<file path="config.mk">
export PLATFORM = sky130hd
export DESIGN_NAME = universal_shift_reg
export DESIGN_NICKNAME = d
export VERILOG_FILES = /design/src/rtl/usr_pkg.sv /design/src/rtl/usr_next_val.sv /design/src/rtl/universal_shift_reg.sv
export SDC_FILE = /design/constraint.sdc
export NUM_CORES = 1
export LEC_CHECK = 0
export CORE_UTILIZATION = 30
export DETAILED_ROUTE_END_ITERATION = 7
export SLEW_MARGIN = 20
export SYNTH_ARGS = -nofsm -noshare
export SYNTH_HDL_FRONTEND = slang
export SYNTH_SLANG_ARGS = --single-unit
</file>
<file path="constraint.sdc">
create_clock -name clock -period 1.7 [get_ports clock]
set_input_delay 0.34 -clock clock [delete_from_list [all_inputs] [get_ports clock]]
set_output_delay 0.34 -clock clock [all_outputs]
set_load 0.01 [all_outputs]
</file>
<file path="src/rtl/usr_pkg.sv">
// Shared types and encodings for the universal shift register.
// Defines operation modes (HOLD/LOAD/SHL/SHR), burst FSM states, and mode encodings.
// No ports; imported by usr_next_val and universal_shift_reg.
package usr_pkg;

    // Mode encodings as they appear on the 2-bit mode input.
    localparam logic [1:0] MODE_ENC_HOLD = 2'b00;
    localparam logic [1:0] MODE_ENC_LOAD = 2'b01;
    localparam logic [1:0] MODE_ENC_SHL  = 2'b10;
    localparam logic [1:0] MODE_ENC_SHR  = 2'b11;

    typedef enum logic [1:0] {
        HOLD = MODE_ENC_HOLD,
        LOAD = MODE_ENC_LOAD,
        SHL  = MODE_ENC_SHL,
        SHR  = MODE_ENC_SHR
    } mode_t;

    typedef enum logic [1:0] {
        IDLE  = 2'b00,
        SHIFT = 2'b01,
        DONE  = 2'b10
    } state_t;

    // Shift modes are the two encodings with the MSB set.
    function automatic logic is_shift_mode(input logic [1:0] m);
        return m[1];
    endfunction

    // For a shift mode, bit 0 selects the right-shift direction.
    function automatic logic is_right_dir(input logic [1:0] m);
        return m[0];
    endfunction

endpackage

</file>
<file path="src/rtl/usr_next_val.sv">
// Combinational next-value and serial-out mux for the universal shift register.
// Ports: i_q current contents, i_d load data, i_sin serial in, i_rot rotate select,
//        i_op effective operation, i_sout_lsb serial-out tap select; o_q_nxt, o_sout.
// Optional feature macro: USR_ROTATE_EN (rot=1 recirculates the outgoing bit).
module usr_next_val
    import usr_pkg::*;
#(
    parameter int WIDTH = 8
) (
    input  logic [WIDTH-1:0] i_q,
    input  logic [WIDTH-1:0] i_d,
    input  logic             i_sin,
    input  logic             i_rot,
    input  mode_t            i_op,
    input  logic             i_sout_lsb,
    output logic [WIDTH-1:0] o_q_nxt,
    output logic             o_sout
);

    logic             w_shl_in;
    logic             w_shr_in;
    logic [WIDTH-1:0] w_shl_val;
    logic [WIDTH-1:0] w_shr_val;

`ifdef USR_ROTATE_EN
    // Rotate feeds back the bit that leaves the register on this edge.
    assign w_shl_in = i_rot ? i_q[WIDTH-1] : i_sin;
    assign w_shr_in = i_rot ? i_q[0]       : i_sin;
`else
    logic w_unused_rot;
    assign w_unused_rot = i_rot;
    assign w_shl_in     = i_sin;
    assign w_shr_in     = i_sin;
`endif

    // A 1-bit register has no bits to carry across, so both shifts
    // degenerate to loading the incoming bit.
    generate
        if (WIDTH == 1) begin : g_w1
            assign w_shl_val = w_shl_in;
            assign w_shr_val = w_shr_in;
        end else begin : g_wn
            assign w_shl_val = {i_q[WIDTH-2:0], w_shl_in};
            assign w_shr_val = {w_shr_in, i_q[WIDTH-1:1]};
        end
    endgenerate

    always_comb begin
        o_q_nxt = i_q;
        case (i_op)
            HOLD:    o_q_nxt = i_q;
            LOAD:    o_q_nxt = i_d;
            SHL:     o_q_nxt = w_shl_val;
            SHR:     o_q_nxt = w_shr_val;
            default: o_q_nxt = i_q;
        endcase
    end

    // Serial out shows the bit the next shift in that direction would drop.
    assign o_sout = i_sout_lsb ? i_q[0] : i_q[WIDTH-1];

endmodule

</file>
<file path="src/rtl/universal_shift_reg.sv">
// Universal shift register: hold/load/shift-left/shift-right plus a WIDTH-bit serial burst engine.
// Ports: clock, reset (async active-high), i_mode, i_start, i_d, i_sin, i_rot;
//        o_q contents, o_sout serial out, o_busy burst in progress, o_done 1-cycle completion pulse.
// Optional feature macro: USR_ROTATE_EN (enables i_rot rotate behaviour in usr_next_val).
module universal_shift_reg
    import usr_pkg::*;
#(
    parameter int WIDTH = 8
) (
    input  logic             clock,
    input  logic             reset,
    input  logic [1:0]       i_mode,
    input  logic             i_start,
    input  logic [WIDTH-1:0] i_d,
    input  logic             i_sin,
    input  logic             i_rot,
    output logic [WIDTH-1:0] o_q,
    output logic             o_sout,
    output logic             o_busy,
    output logic             o_done
);

    // Burst counter must be able to hold WIDTH itself.
    localparam int CNT_W = $clog2(WIDTH + 1);

    state_t             r_state;
    state_t             w_state_nxt;
    mode_t              r_dir;
    mode_t              w_dir_nxt;
    logic [CNT_W-1:0]   r_count;
    logic [CNT_W-1:0]   w_count_nxt;
    logic [WIDTH-1:0]   r_q;
    logic [WIDTH-1:0]   w_q_nxt;
    logic               r_busy;
    logic               r_done;
    mode_t              w_op;
    logic               w_sout_lsb;
    logic               w_start_ok;

    // A start is only honoured from IDLE and only with a shift mode;
    // with HOLD/LOAD it is simply ignored.
    assign w_start_ok = i_start && is_shift_mode(i_mode);

    always_ff @(posedge clock or posedge reset) begin
        if (reset) begin
            r_state <= IDLE;
            r_dir   <= SHL;
            r_count <= '0;
            r_q     <= '0;
            r_busy  <= 1'b0;
            r_done  <= 1'b0;
        end else begin
            r_state <= w_state_nxt;
            r_dir   <= w_dir_nxt;
            r_count <= w_count_nxt;
            r_q     <= w_q_nxt;
            // Status flags are registered from the next state so they align
            // exactly with the state they describe.
            r_busy  <= (w_state_nxt == SHIFT);
            r_done  <= (w_state_nxt == DONE);
        end
    end

    always_comb begin
        w_state_nxt = r_state;
        w_dir_nxt   = r_dir;
        w_count_nxt = r_count;
        w_op        = HOLD;
        w_sout_lsb  = is_right_dir(r_dir);
        case (r_state)
            IDLE: begin
                w_op       = mode_t'(i_mode);
                w_sout_lsb = i_mode[0];
                if (w_start_ok) begin
                    // The first burst shift happens on the accepting edge.
                    w_dir_nxt   = mode_t'(i_mode);
                    w_count_nxt = CNT_W'(1);
                    w_state_nxt = (WIDTH == 1) ? DONE : SHIFT;
                end
            end
            SHIFT: begin
                // Mode input is ignored mid-burst; the latched direction rules.
                w_op        = r_dir;
                w_count_nxt = r_count + CNT_W'(1);
                if (r_count == CNT_W'(WIDTH - 1)) begin
                    w_state_nxt = DONE;
                end
            end
            DONE: begin
                w_op        = HOLD;
                w_count_nxt = '0;
                w_state_nxt = IDLE;
            end
            default: begin
                w_op        = HOLD;
                w_count_nxt = '0;
                w_state_nxt = IDLE;
            end
        endcase
    end

    usr_next_val #(
        .WIDTH(WIDTH)
    ) u_next_val (
        .i_q        (r_q),
        .i_d        (i_d),
        .i_sin      (i_sin),
        .i_rot      (i_rot),
        .i_op       (w_op),
        .i_sout_lsb (w_sout_lsb),
        .o_q_nxt    (w_q_nxt),
        .o_sout     (o_sout)
    );

    assign o_q    = r_q;
    assign o_busy = r_busy;
    assign o_done = r_done;

endmodule

</file>
Word-level counts from Yosys, hierarchy flattened
Index checks and enable logic that the tools add are counted.
{"block": "classes", "n_mux": 9, "reduce_logical": 4, "addsub": 1, "eq_ne": 8}
{"operator": "8-bit one-hot mux with 3 select lines", "count": 1}
{"operator": "2-bit one-hot mux with 2 select lines", "count": 2}
{"operator": "4-bit one-hot mux with 2 select lines", "count": 1}
{"operator": "2-bit by 1-bit == test with 1-bit output (second input constant)", "count": 3}
{"operator": "2-bit == test (second input constant)", "count": 3}
{"operator": "4-bit by 1-bit adder with 4-bit output (second input constant)", "count": 1}
{"operator": "4-bit by 3-bit == test with 1-bit output (second input constant)", "count": 1}
{"operator": "2-bit logical NOT", "count": 2}
{"operator": "2-bit 2-to-1 mux", "count": 2}
{"operator": "4-bit 2-to-1 mux", "count": 1}
{"operator": "1-bit 2-to-1 mux", "count": 2}
{"operator": "2-bit inequality test (second input constant)", "count": 1}
{"operator": "2-bit AND reduction", "count": 1}
{"operator": "1-bit logical AND", "count": 1}
{"block": "word_totals", "wordCells": 28, "in_bits": 15, "regBits": 18}

Logic depth before layout (Yosys ltp)
Gate-level depths: netlist (run 1).
{"block": "depth", "depth_word": 4, "depth_mapped": 4, "ltp_nobuf": 4}

By module
From an unflattened synthesis (run 1), not the netlist that was laid out.
{"block": "hier_totals", "cells_unflattened": 62, "area_unflattened_um2": 874.6}
{"mod": "universal_shift_reg", "area_each_um2": 660.6, "seq_area_each_um2": 451.7, "cells_each": 51, "instances": 1}
{"mod": "usr_next_val", "area_each_um2": 214.0, "seq_area_each_um2": 0.0, "cells_each": 11, "instances": 1}

Worst setup path before layout (run 1)
No wires, ideal clock.
{"block": "synth_path", "path_kind": "register -> output", "from": "reg r_state[0]", "to": "out o_sout", "t_arrival_ns": 1.326, "setup_slack_ns": 0.034, "t_required_ns": 1.360, "stages_incl_launch_ff": 5, "path_buffers": 1, "cell_sequence": "dfrtp_1 -> buf_2 -> nor2_1 -> mux2i_1 -> mux2_2"}
{"block": "synth_between", "elab_chain_cells": 3}
{"element": "from (decl)", "line_no": "universal_shift_reg.sv:26", "source": "state_t r_state;"}
{"element": "from (signal assigned)", "line_no": "universal_shift_reg.sv:53", "source": "r_state <= w_state_nxt;"}
{"element": "2-bit logical NOT", "line_no": "universal_shift_reg.sv:70", "source": "case (r_state)"}
{"element": "1-bit 2-to-1 mux", "line_no": "universal_shift_reg.sv:70"}
{"element": "1-bit 2-to-1 mux", "line_no": "usr_next_val.sv:60", "source": "assign o_sout = i_sout_lsb ? i_q[0] : i_q[WIDTH-1];"}
{"element": "to (decl)", "line_no": "universal_shift_reg.sv:18", "source": "output logic o_sout,"}
Every way passes these cells.

Worst setup path in the final report (run 1)
Same ends and word-level chain as after synthesis.

==> impl_results.rst, run 1 <==
.. list-table::
   :header-rows: 1

   * - Metric
     - Value
   * - Vertical die dimension
     - 60.3 microns
   * - Final core area utilization
     - 45.9%
   * - Port bufs
     - 24
   * - Total of max-cap violations
     - 0
   * - Number of DRC violations after detailed-routing iteration 0
     - 4
   * - CP top delay family
     - multiplexers
   * - Clock slew seen by the registers of the worst setup and hold paths
     - ~110 ps
   * - Number of flops mapped to enable cells by yosys
     - 0
   * - Placed instance count
     - approximately 170
   * - Met1 WL
     - 1100 microns
   * - Failing checks
     - setup timing
   * - Total routing usage reported by global routing
     - 14.3%
   * - Fraction of the cycle the final worst path needs
     - 111%
   * - Critical Path End Type
     - output pin
   * - Synthesized instance count
     - 100
   * - Detailed placement HPWL
     - roughly 1700 microns
   * - Synth Area per Inst
     - 10.2 sq um
   * - Portion of the post-synthesis area used by sequential elements
     - between 40% and 50%
   * - Initial core utilization
     - 32.6%
   * - DRT Wirelength
     - 2360 microns
   * - Setup repair after global routing missed its margin
     - true
   * - Critical path startpoint category
     - flop
   * - Peak Freq
     - 530 MHz
   * - GP Congestion
     - 0.742
   * - Leakage power
     - 0.602 nW
   * - Pwr/cell area
     - 1880 nW/um^2
   * - Via count of the first global-routing pass
     - 846
   * - Leading area contributor after synthesis
     - dfrtp_1
   * - Crit-path max FO
     - 2
   * - Yosys reg bits
     - 18
   * - Flop2flop setup slack
     - 200 ps
   * - Total nets after synthesis
     - ~120
   * - Drc violations
     - 0
   * - Worst hold path type
     - primary input to asynchronous set/reset pin
   * - Yosys warnings
     - 0
   * - Diode insertion count for antenna repair
     - 0
   * - Area of the multi-input gates
     - roughly 540 sq um
   * - Maximum number of pins on one net before global-route repair
     - 41
   * - Final net count
     - around 150
   * - Number of hold violations in the final report
     - 0
   * - Clock Skew
     - 7.58 ps
   * - Number of clock sinks
     - 18
   * - Wire length per cell
     - 13.1 microns
   * - Initial antenna violation count
     - 0
   * - Horizontal extent of the die
     - 60.3 microns
   * - Proportion of netlist area held by the largest area contributor
     - 41.7%
   * - Wire length of the first global-routing pass
     - 3790 microns
   * - Total Die Area
     - ~3600 sq um
   * - Cell Rows
     - 20
   * - Number of detailed-routing iterations run before antenna repair
     - 4
   * - Layout Area Growth over Synthesis
     - 40.7%
   * - Bufs on Longest Clock Path
     - 2
   * - Placeable core region
     - approximately 3100 sq um
   * - Run status
     - finished, violations left
   * - Critical Path Max Stage Delay
     - ~400 ps
   * - Routed length on met2
     - 1140 microns
   * - Top metal layer carrying routed signals
     - met4
   * - Async set-reset flop share out of synthesis
     - 100%
   * - Number of max-slew violations in the final report
     - 0
   * - Number of buffer and inverter stages on the critical path
     - 1
   * - Global route total overflow
     - 0
   * - Top_reg_cell synth
     - dfrtp_1
   * - Share of layout cells above drive strength 1
     - 21.3%
   * - Clock Tree Root
     - clkbuf_4
   * - Most area-consuming cells after synthesis
     - dfrtp_1 42%, mux2i_1 5.9%, o21ai_0 4.4%
   * - WL met3
     - 100 microns
   * - Critical Setup Path Class
     - flop to output pin
   * - Final period demand of the worst path
     - about 1900 ps
   * - Count of boundary I/O pins
     - 26
   * - Clock buffer count from CTS
     - 3
   * - Worst-case setup margin in the final layout
     - -186 ps
   * - Max rail drop VDD
     - slightly above 0.7 mV
   * - Slowest-stage cell, CP
     - dfrtp_1
   * - Clock tree from TritonCTS
     - yes
   * - Final-report setup violation count
     - 1
   * - Post-CTS Hold Buffers
     - 0
   * - Post-Synthesis Cell Area
     - 1020 sq um
   * - CTS HTree Levels
     - 1
   * - Data arrival, critical path
     - 1550 ps
   * - Relative slew slack
     - roughly four fifths
   * - Register cell area after layout
     - 452 sq um
   * - Non-filler cells in the finished layout
     - 180
   * - Critical-path cell list
     - nor2_2, mux2i_1, mux2_4, buf_6
   * - Filler cell count in the final layout
     - just over 300
   * - Clk Latency, worst-skew pair
     - 300 ps
   * - Synth unique cells
     - 30
   * - DR vias
     - 883
   * - Required time reported for the critical path endpoint
     - 1360 ps
   * - Routed Antenna Nets
     - 0
   * - Per-cell via count in the routed design
     - 4.91
   * - Transition time at the pin with the least slew margin
     - around 330 ps
routing by layer:
metal	track usage, %	up-vias
met3	4.48	4
met5	0	-
li1	-	444
met4	3.99	0
met2	24.6	19
met1	17.2	416
repair_timing:
action | 4_1_cts | 5_1_grt
endpoints found under the setup margin | 1 | 1
pin swaps | 1 | 0
setup buffers | 3 | 0
resized for setup | 7 | 0
path summary, 6_finish.rpt:
kind	end	from	cells after the start
min in group clock	r_count[0]	r_count[0]	1
max reg2reg	o_q[5]	r_state[0]	4
min	o_q[0]	reset	3
min reg2reg	r_count[0]	r_count[0]	1
max in group asynchronous	r_dir[1]	reset	3
max	o_sout	r_state[0]	4
worst min-delay path, stage by stage:
cell and delay, ps:
clkdlybuf4s50_1 400, inv_1 50, buf_4 240
Yosys cell counts (3+ instances only):
library cell   n
a211oi_1       5
a2bb2oi_1      4
a32oi_1        4
clkbuf_1       3
dfrtp_1       17
mux2_2         3
mux2i_1        6
nand2_1        3
nand2b_1       6
nand3b_1       5
nor2_1         7
o21a_1         4
o21ai_0        9
o22ai_1        4
cells in the final DEF (no fill, tap or decap), drive strengths merged, types with 5 or more instances in the layout:
| cell type | n |
|---|---|
| clkdlybuf4s50 | 23 |
| buf | 16 |
| nor2 | 7 |
| o21ai | 9 |
| nand2b | 6 |
| nand3b | 5 |
| mux2i | 7 |
| a211oi | 5 |
| dfrtp | 17 |
cell families after synthesis:
kind of cell | count (synthesis) | synth area share (%)
simple gates | 28 | 15.4
buf+inv | 8 | 3.92
fa+ha+maj | 1 | 1.23
compound gates | 34 | 22.9
xor+xnor | 1 | 0.858
flops | 18 | 44.2
mux | 10 | 11.4
through the flow:
stage | TNS (ps) | worst slack, ps | hold WS [ps] | area [sq um] | power (mW)
global route | -256 | -256 | 355 | 1440 | 2.93
floorplan | 0 | 33.7 | 278 | 1020 | 1.78
global placement | -644 | -452 | 505 | 1370 | 2.34
CTS | -212 | -212 | 344 | 1440 | 2.74
finish | -186 | -186 | 346 | 1440 | 2.71
detailed placement | -815 | -445 | 521 | 1370 | 2.38
state kept, by name (all words and copies together) (netlist names):
| name | flops |
|---|---|
| o_done | 1 |
| r_count | 4 |
| r_state | 2 |
| o_busy | 1 |
| o_q | 8 |
| r_dir | 2 |
where the power goes:
group          leakage [nW]  internal [mW]  switching, mW
registers             0.211          0.638          0.174
clock network        0.0210          0.131          0.135
logic                 0.370          0.918          0.712
total                 0.602           1.69           1.02
layout make-up:
class	count	area share [%]
clock buffer	4	2.53
tap	44	3.83
sequential	18	31.4
multi-input combinational	74	37.3
timing repair buffer	39	24.7
inverter	1	0.261
Note: power is estimated with default switching activity, not from simulation.
==> run 2: changes to the inputs <==
CORE_MARGIN = 2   (was unset)
==> run 2 against run 1 <==
Compared with the run above: the run still ends with setup timing left; register-to-register slack got worse by 50 ps; fmax shrank 0.11%; die area is 6.7% higher; clock-buffer cell count unchanged; combinational power barely moved; sequential power fell by 0.6%; clock skew shrank 6.0 ps; via count fell by 0.11%; worst setup slack got worse by 2.0 ps; critical path depth did not move; non-clock buffer count decreased by 1; first-iteration DRC count grew to 8.8 times the previous value.
==> impl_results.rst, run 2 (synthesis gave the netlist of run 1 again) <==
.. list-table::
   :header-rows: 1

   * - Metric
     - Value
   * - Net Sw Frac
     - 38.1% (+0.36 points)
   * - Vertical die dimension
     - 62.3 microns (+3.3%)
   * - Max FFs per register
     - 8 (unchanged)
   * - Total routing usage reported by global routing
     - 12.9% (-1.4 points)
   * - Met1 Usage GRT
     - 16.5% (-0.71 points)
   * - Relative slew slack
     - 77.8% (-0.47 points)
   * - Pwr/cell area
     - 1880 nW/um^2 (-0.28%)
   * - Met2 Track Usage GR
     - 20.9% (-3.7 points)
   * - Failing checks
     - setup timing
   * - CTS HTree Levels
     - 1 (unchanged)
   * - Wire length of the first global-routing pass
     - 4020 microns (+6.2%)
   * - Sequential group share of total power
     - 30.0% (about the same)
   * - Number of hold violations in the final report
     - 0 (unchanged)
   * - Worst-case setup margin in the final layout
     - -188 ps (-1.99 ps)
   * - Final total power
     - 2.69 mW (-0.62%)
   * - Layout Area Growth over Synthesis
     - 40.2%
   * - Final net count
     - 152 (-0.65%)
   * - Clock Tree Root
     - clkbuf_4
   * - Number of buffer and inverter stages on the critical path
     - 1 (unchanged)
   * - Clock slew seen by the registers of the worst setup and hold paths
     - 100 ps (about the same)
   * - Critical Path Max Stage Delay
     - 400 ps (about the same)
   * - Placed instance count
     - 175 (+1.2%)
   * - Port bufs
     - 24 (unchanged)
   * - Number of max-slew violations in the final report
     - 0 (unchanged)
   * - Per-cell via count in the routed design
     - 4.87 (-0.67%)
   * - Final period demand of the worst path
     - 1890 ps (+1.99 ps)
   * - Leakage power
     - 0.598 nW (-0.63%)
   * - Routed Antenna Nets
     - 0 (unchanged)
   * - Crit-path max FO
     - 2 (unchanged)
   * - Clock Power Share
     - 9.9% (about the same)
   * - Drc violations
     - 0 (unchanged)
   * - Horizontal extent of the die
     - 62.3 microns (+3.3%)
   * - Critical Path End Type
     - output pin
   * - Critical-path cell list
     - nor2_2, mux2i_1, mux2_4, buf_6
   * - Wire length per cell
     - 13.0 microns (-0.38%)
   * - Slowest-stage cell, CP
     - dfrtp_1
   * - Diode insertion count for antenna repair
     - 0 (unchanged)
   * - Count of boundary I/O pins
     - 26 (unchanged)
   * - Non-filler cells in the finished layout
     - 181 (+0.56%)
   * - Filler cell count in the final layout
     - 340 (+11%)
   * - Post-CTS Hold Buffers
     - 0 (unchanged)
   * - Top library cells by usage in the layout, fill and taps aside
     - 23 x clkdlybuf4s50_1, 17 x dfrtp_1, 14 x buf_4
   * - Most Crowded Layer GR
     - met2
   * - Number of clock sinks
     - 18 (unchanged)
   * - Number of DRC violations after detailed-routing iteration 0
     - 35 (+31)
   * - CP top delay family
     - multiplexers
   * - Pre-CTS WS
     - -397 ps (+48.3 ps)
   * - DR vias
     - 882 (-0.11%)
   * - Data arrival, critical path
     - 1550 ps (about the same)
   * - Setup repair after global routing missed its margin
     - true
   * - Peak Freq
     - 530 MHz (-0.11%)
   * - Global route total overflow
     - 0 (unchanged)
   * - Max rail drop VDD
     - 0.924 mV (+28%)
   * - Required time reported for the critical path endpoint
     - 1360 ps (about the same)
   * - Bufs on Longest Clock Path
     - 2 (unchanged)
   * - Clock Skew
     - 1.60 ps (-5.99 ps)
   * - Clock buffer count from CTS
     - 3 (unchanged)
   * - Fraction of the cycle the final worst path needs
     - 111% (+0.12 points)
   * - Switching power summed over all nets
     - 1.02 mW (+0.32%)
   * - Run status
     - finished, violations left
   * - DRT Wirelength
     - 2360 microns (+0.17%)
   * - Total Die Area
     - 3890 sq um (+6.7%)
   * - Share of layout cells above drive strength 1
     - 20.7% (-0.58 points)
   * - Critical Setup Path Class
     - flop to output pin
   * - Initial core utilization
     - 30.8% (-1.8 points)
   * - Detailed placement HPWL
     - 1630 microns (-1.3%)
   * - Critical path startpoint category
     - flop
   * - Number of detailed-routing iterations run before antenna repair
     - 4 (unchanged)
   * - Transition time at the pin with the least slew margin
     - 333 ps (+6.99 ps)
   * - Total of max-cap violations
     - 0 (unchanged)
   * - Worst hold path type
     - primary input to asynchronous set/reset pin
   * - Cell Rows
     - 21 (+5.0%)
   * - Clock tree from TritonCTS
     - yes
   * - Maximum number of pins on one net before global-route repair
     - 41 (unchanged)
   * - Placeable core region
     - 3310 sq um (+5.8%)
   * - Fraction of power consumed by combinational cells
     - 60.1% (about the same)
   * - Grt met3 use
     - 4.89% (+0.41 points)
   * - Via count of the first global-routing pass
     - 866 (+2.4%)
   * - Final-report setup violation count
     - 1 (unchanged)
   * - Clk Latency, worst-skew pair
     - 290 ps (about the same)
   * - Commonest non-fill, non-tap cell in the layout
     - clkdlybuf4s50_1
   * - GP Congestion
     - 0.786 (+6.0%)
   * - Initial antenna violation count
     - 0 (unchanged)
   * - Power Internal
     - 1.67 mW (-1.2%)
-- run 2: cell types whose count changed in the layout (fill, tap and decap cells not counted) --
cell,previous run,this run
buf_4,15,14
-- run 2: power groups by stage --
| stage | combinational, mW | clock, mW | sequential [mW] |
|---|---|---|---|
| 2_1_floorplan | 0.929 | 0 | 0.849 |
| 3_3_place_gp | 1.54 | 0 | 0.806 |
| 3_5_place_dp | 1.58 | 0 | 0.811 |
| 4_1_cts | 1.61 | 0.282 | 0.806 |
| 5_1_grt | 1.78 | 0.307 | 0.838 |
| 6_report | 1.62 | 0.268 | 0.807 |
-- run 2: timing repair --
action | 4_1_cts | 5_1_grt
setup buffers | 1 | 1
cloned | 0 | 0
endpoints found under the setup margin | 1 | 1
pin swaps | 1 | 1
resized for setup | 6 | 1
-- run 2: path summary, 6_finish.rpt --
path	depth (start not counted)	slack, ps	start	endpoint
max	4	-190	r_state[1]	o_sout
min	3	340	reset	o_done
max reg2reg	4	150	r_state[1]	r_dir[0]
min reg2reg	1	530	r_count[0]	r_count[0]
max in group asynchronous	3	1100	reset	r_dir[1]
min in group clock	1	530	r_count[0]	r_count[0]
-- run 2: metal layers --
layer / share of wire, % / routed length (microns)
met5: 0 / 0
met2: 46 / 1100
met3: 7.1 / 168
met4: 0 / 0
met1: 46 / 1100
-- run 2: worst register-to-register path: stages (launching register included) --
cell     delay (ps)
dfrtp_1         400
buf_4           130
buf_4           230
nor3_1          320
mux2_2          370
-- run 2: per-stage QoR --
step / setup TNS, ps / util (%) / hold WS (ps) / area [sq um]
after floorplan: 0 / - / 278 / 1020
after global placement: -498 / 41.5 / 506 / 1370
after detailed placement: -600 / 41.5 / 516 / 1370
after CTS: -212 / 42.9 / 342 / 1420
after global routing: -280 / 43.2 / 335 / 1430
final: -188 / 43.2 / 345 / 1430
-- run 2: area by class of cell --
type                    instances  area (sq um)  area share [%]
multi-input cells              74           536            37.4
repair buffers                 38           347            24.2
clock buffers                   4          36.3            2.53
flip-flops and latches         18           452            31.6
well taps                      46          57.6            4.02
inverters                       1          3.75           0.262
==> RTL change: new RTL, settings of run 2 <==
The option `USR_ROTATE_EN` is turned on by a define.
--- a/src/rtl/usr_next_val.sv
+++ b/src/rtl/usr_next_val.sv
@@ -4,2 +4,4 @@
 // Optional feature macro: USR_ROTATE_EN (rot=1 recirculates the outgoing bit).
+`define USR_ROTATE_EN
+
 module usr_next_val
Behaviour: not the same (a bounded check fails within 4 cycles, from zero or initial values and one cycle with reset high).
==> RTL change against run 2 <==
  * The run still ends with negative setup slack left
  * Critical endpoint unchanged
  * Clock skew grew 0.0055 ns
  * Final area down 6.7%
  * Total power decreased by 6.1%
  * Largest power group unchanged
  * Sequential cell count is the same
  * Final cell count decreased by 23%
  * Wire length shrank 14%
  * Synthesized area decreased by 12%
  * Worst setup slack improved by 0.029 ns
==> RTL change: results (changes against run 2) <==
[outcome] outcome finished, violations left
[outcome] violated checks negative setup slack
[yosys] number of different library cells in the post-synthesis netlist 25 [-17%]
[cts] clock latency on the worst-skew pair 0.30 ns
[sta] Final TNS setup -0.1592 ns [+0.02903 ns]
[yosys] cell types with the largest area share after synthesis dfrtp_1 (47%), mux4_2 (15%), mux2i_1 (5.5%)
[power_and_ir_drop] internal power component 1653 uW [-0.77%]
[place] post-placement setup slack -0.4215 ns [-0.02497 ns]
[sta] worst clock skew on the final layout 0.007111 ns [+0.005513 ns]
[global_route] antenna violations before repair 0 [unchanged]
[worst_setup_path] Reg2Reg Launch Point r_state[0]
[place] number of input and output port buffers inserted 25 [+4.2%]
[sta] Setup WS post-layout -0.1592 ns [+0.02903 ns]
[final_layout] share of cells above drive strength 1 31.48% [+11 points]
[global_route] maximum number of pins on one net before global-route repair 19 [-54%]
[sta] worst max-slew margin expressed relative to the limit 79.36% [+1.5 points]
[yosys] number of instances in the synthesized netlist 68 [-32%]
[global_route] via count of the first global-routing pass 745 [-14%]
[route] post-detailed-routing wire length 2.035 mm [-14%]
[final_layout] number of diodes added for antenna fixing 0 [unchanged]
[sta] Final Setup Violations 1 [unchanged]
[yosys] most common library cells after synthesis dfrtp_1 (17), mux4_2 (6), nor2_1 (6)
[route] WL per Instance 14.64 um [+12%]
[route] via count normalized by instance count 5.086 [+4.4%]
[global_route] Total Routing Usage GR 13.11% [+0.22 points]
[place] routability-driven placement congestion ratio 0.7646 [-2.7%]
[worst_setup_path] arrival time at the worst endpoint 1.52 ns [-0.03 ns]
[yosys] synthesized netlist net count 84 [-28%]
[place] DPL Wire Length 1.532 mm [-6.1%]
[global_route] global-route wire length before repair 3.339 mm [-17%]
[yosys] portion of the post-synthesis area used by sequential elements 50.07% [+5.8 points]
[power_and_ir_drop] LEAKAGE 0.0005752 uW [-3.8%]
[final_layout] number of fillers in the final layout 264 [-22%]
[route] drt first pass iters 4 [unchanged]
[route] Iter 0 DRT Violations 7 [-80%]
[power_and_ir_drop] maximum vdd drop 0.8148 mV [-12%]
[place] Placed Cells 132 [-25%]
## RTL change: kinds of logic (layout without fill, tap and decap cells)
family / after synthesis / in the layout / share of synthesized area [%]
compound gates: 7 / 7 / 4.993
fa+ha+maj: 1 / 1 / 1.387
mux: 16 / 16 / 27.05
simple gates: 22 / 22 / 14.01
buf+inv: 3 / 43 / 1.525
xor+xnor: 1 / 1 / 0.9711
flops: 18 / 18 / 50.07
## RTL change: worst paths after layout
| path | end | slack (ns) | depth (start not counted) |
|---|---|---|---|
| max | o_sout | -0.16 | 4 |
| min reg2reg | r_count[0] | 0.52 | 1 |
| max reg2reg | o_q[3] | 0.09 | 4 |
| min | r_count[0] | 0.34 | 3 |
| max in group asynchronous | r_dir[1] | 1.09 | 3 |
| min in group clock | r_count[0] | 0.52 | 1 |
## RTL change: power by group through the flow
stage / clock network, uW / registers, uW / logic, uW
floorplan: 0 / 844 / 756
global placement: 0 / 812 / 1320
detailed placement: 0 / 829 / 1340
CTS: 273 / 822 / 1380
global route: 288 / 856 / 1570
finish: 266 / 826 / 1430
## RTL change: final cells by class
type | count | share of cell area (%)
clock buffer | 4 | 2.718
inverter | 1 | 0.2812
multi-input combinational | 47 | 33.83
sequential | 18 | 33.83
tap | 31 | 2.905
timing repair buffer | 38 | 26.43
## RTL change: repair_timing
action                                 CTS  global route
pin swaps                                1             2
endpoints found under the hold margin    0             0
buffers inserted                         1             3
gates resized for setup                  6             3
setup endpoints to repair                1             3
## RTL change: worst max-delay path, stage by stage (launching register included)
cell     delay (ns)
dfrtp_1        0.40
nor2_2         0.14
mux2i_1        0.25
mux2_4         0.32
buf_6          0.12
## RTL change: per-layer routing
| layer | wire, um | share of wire [%] | vias to the layer above | global-route usage [%] |
|---|---|---|---|---|
| met5 | 0 | 0 | - | 0 |
| met4 | 36 | 1.8 | 0 | 6.818 |
| met3 | 62 | 3.0 | 4 | 1.978 |
| met2 | 1004 | 49 | 14 | 20.79 |
| met1 | 932 | 46 | 356 | 17.30 |
| li1 | - | - | 333 | - |
## RTL change: metrics by stage
step           cell area, sq um  util (%)
6_report                   1335     47.59
5_1_grt                    1335     47.59
4_1_cts                    1304     46.48
3_5_place_dp               1256     44.78
3_3_place_gp               1256     44.78
2_1_floorplan             902.1         -
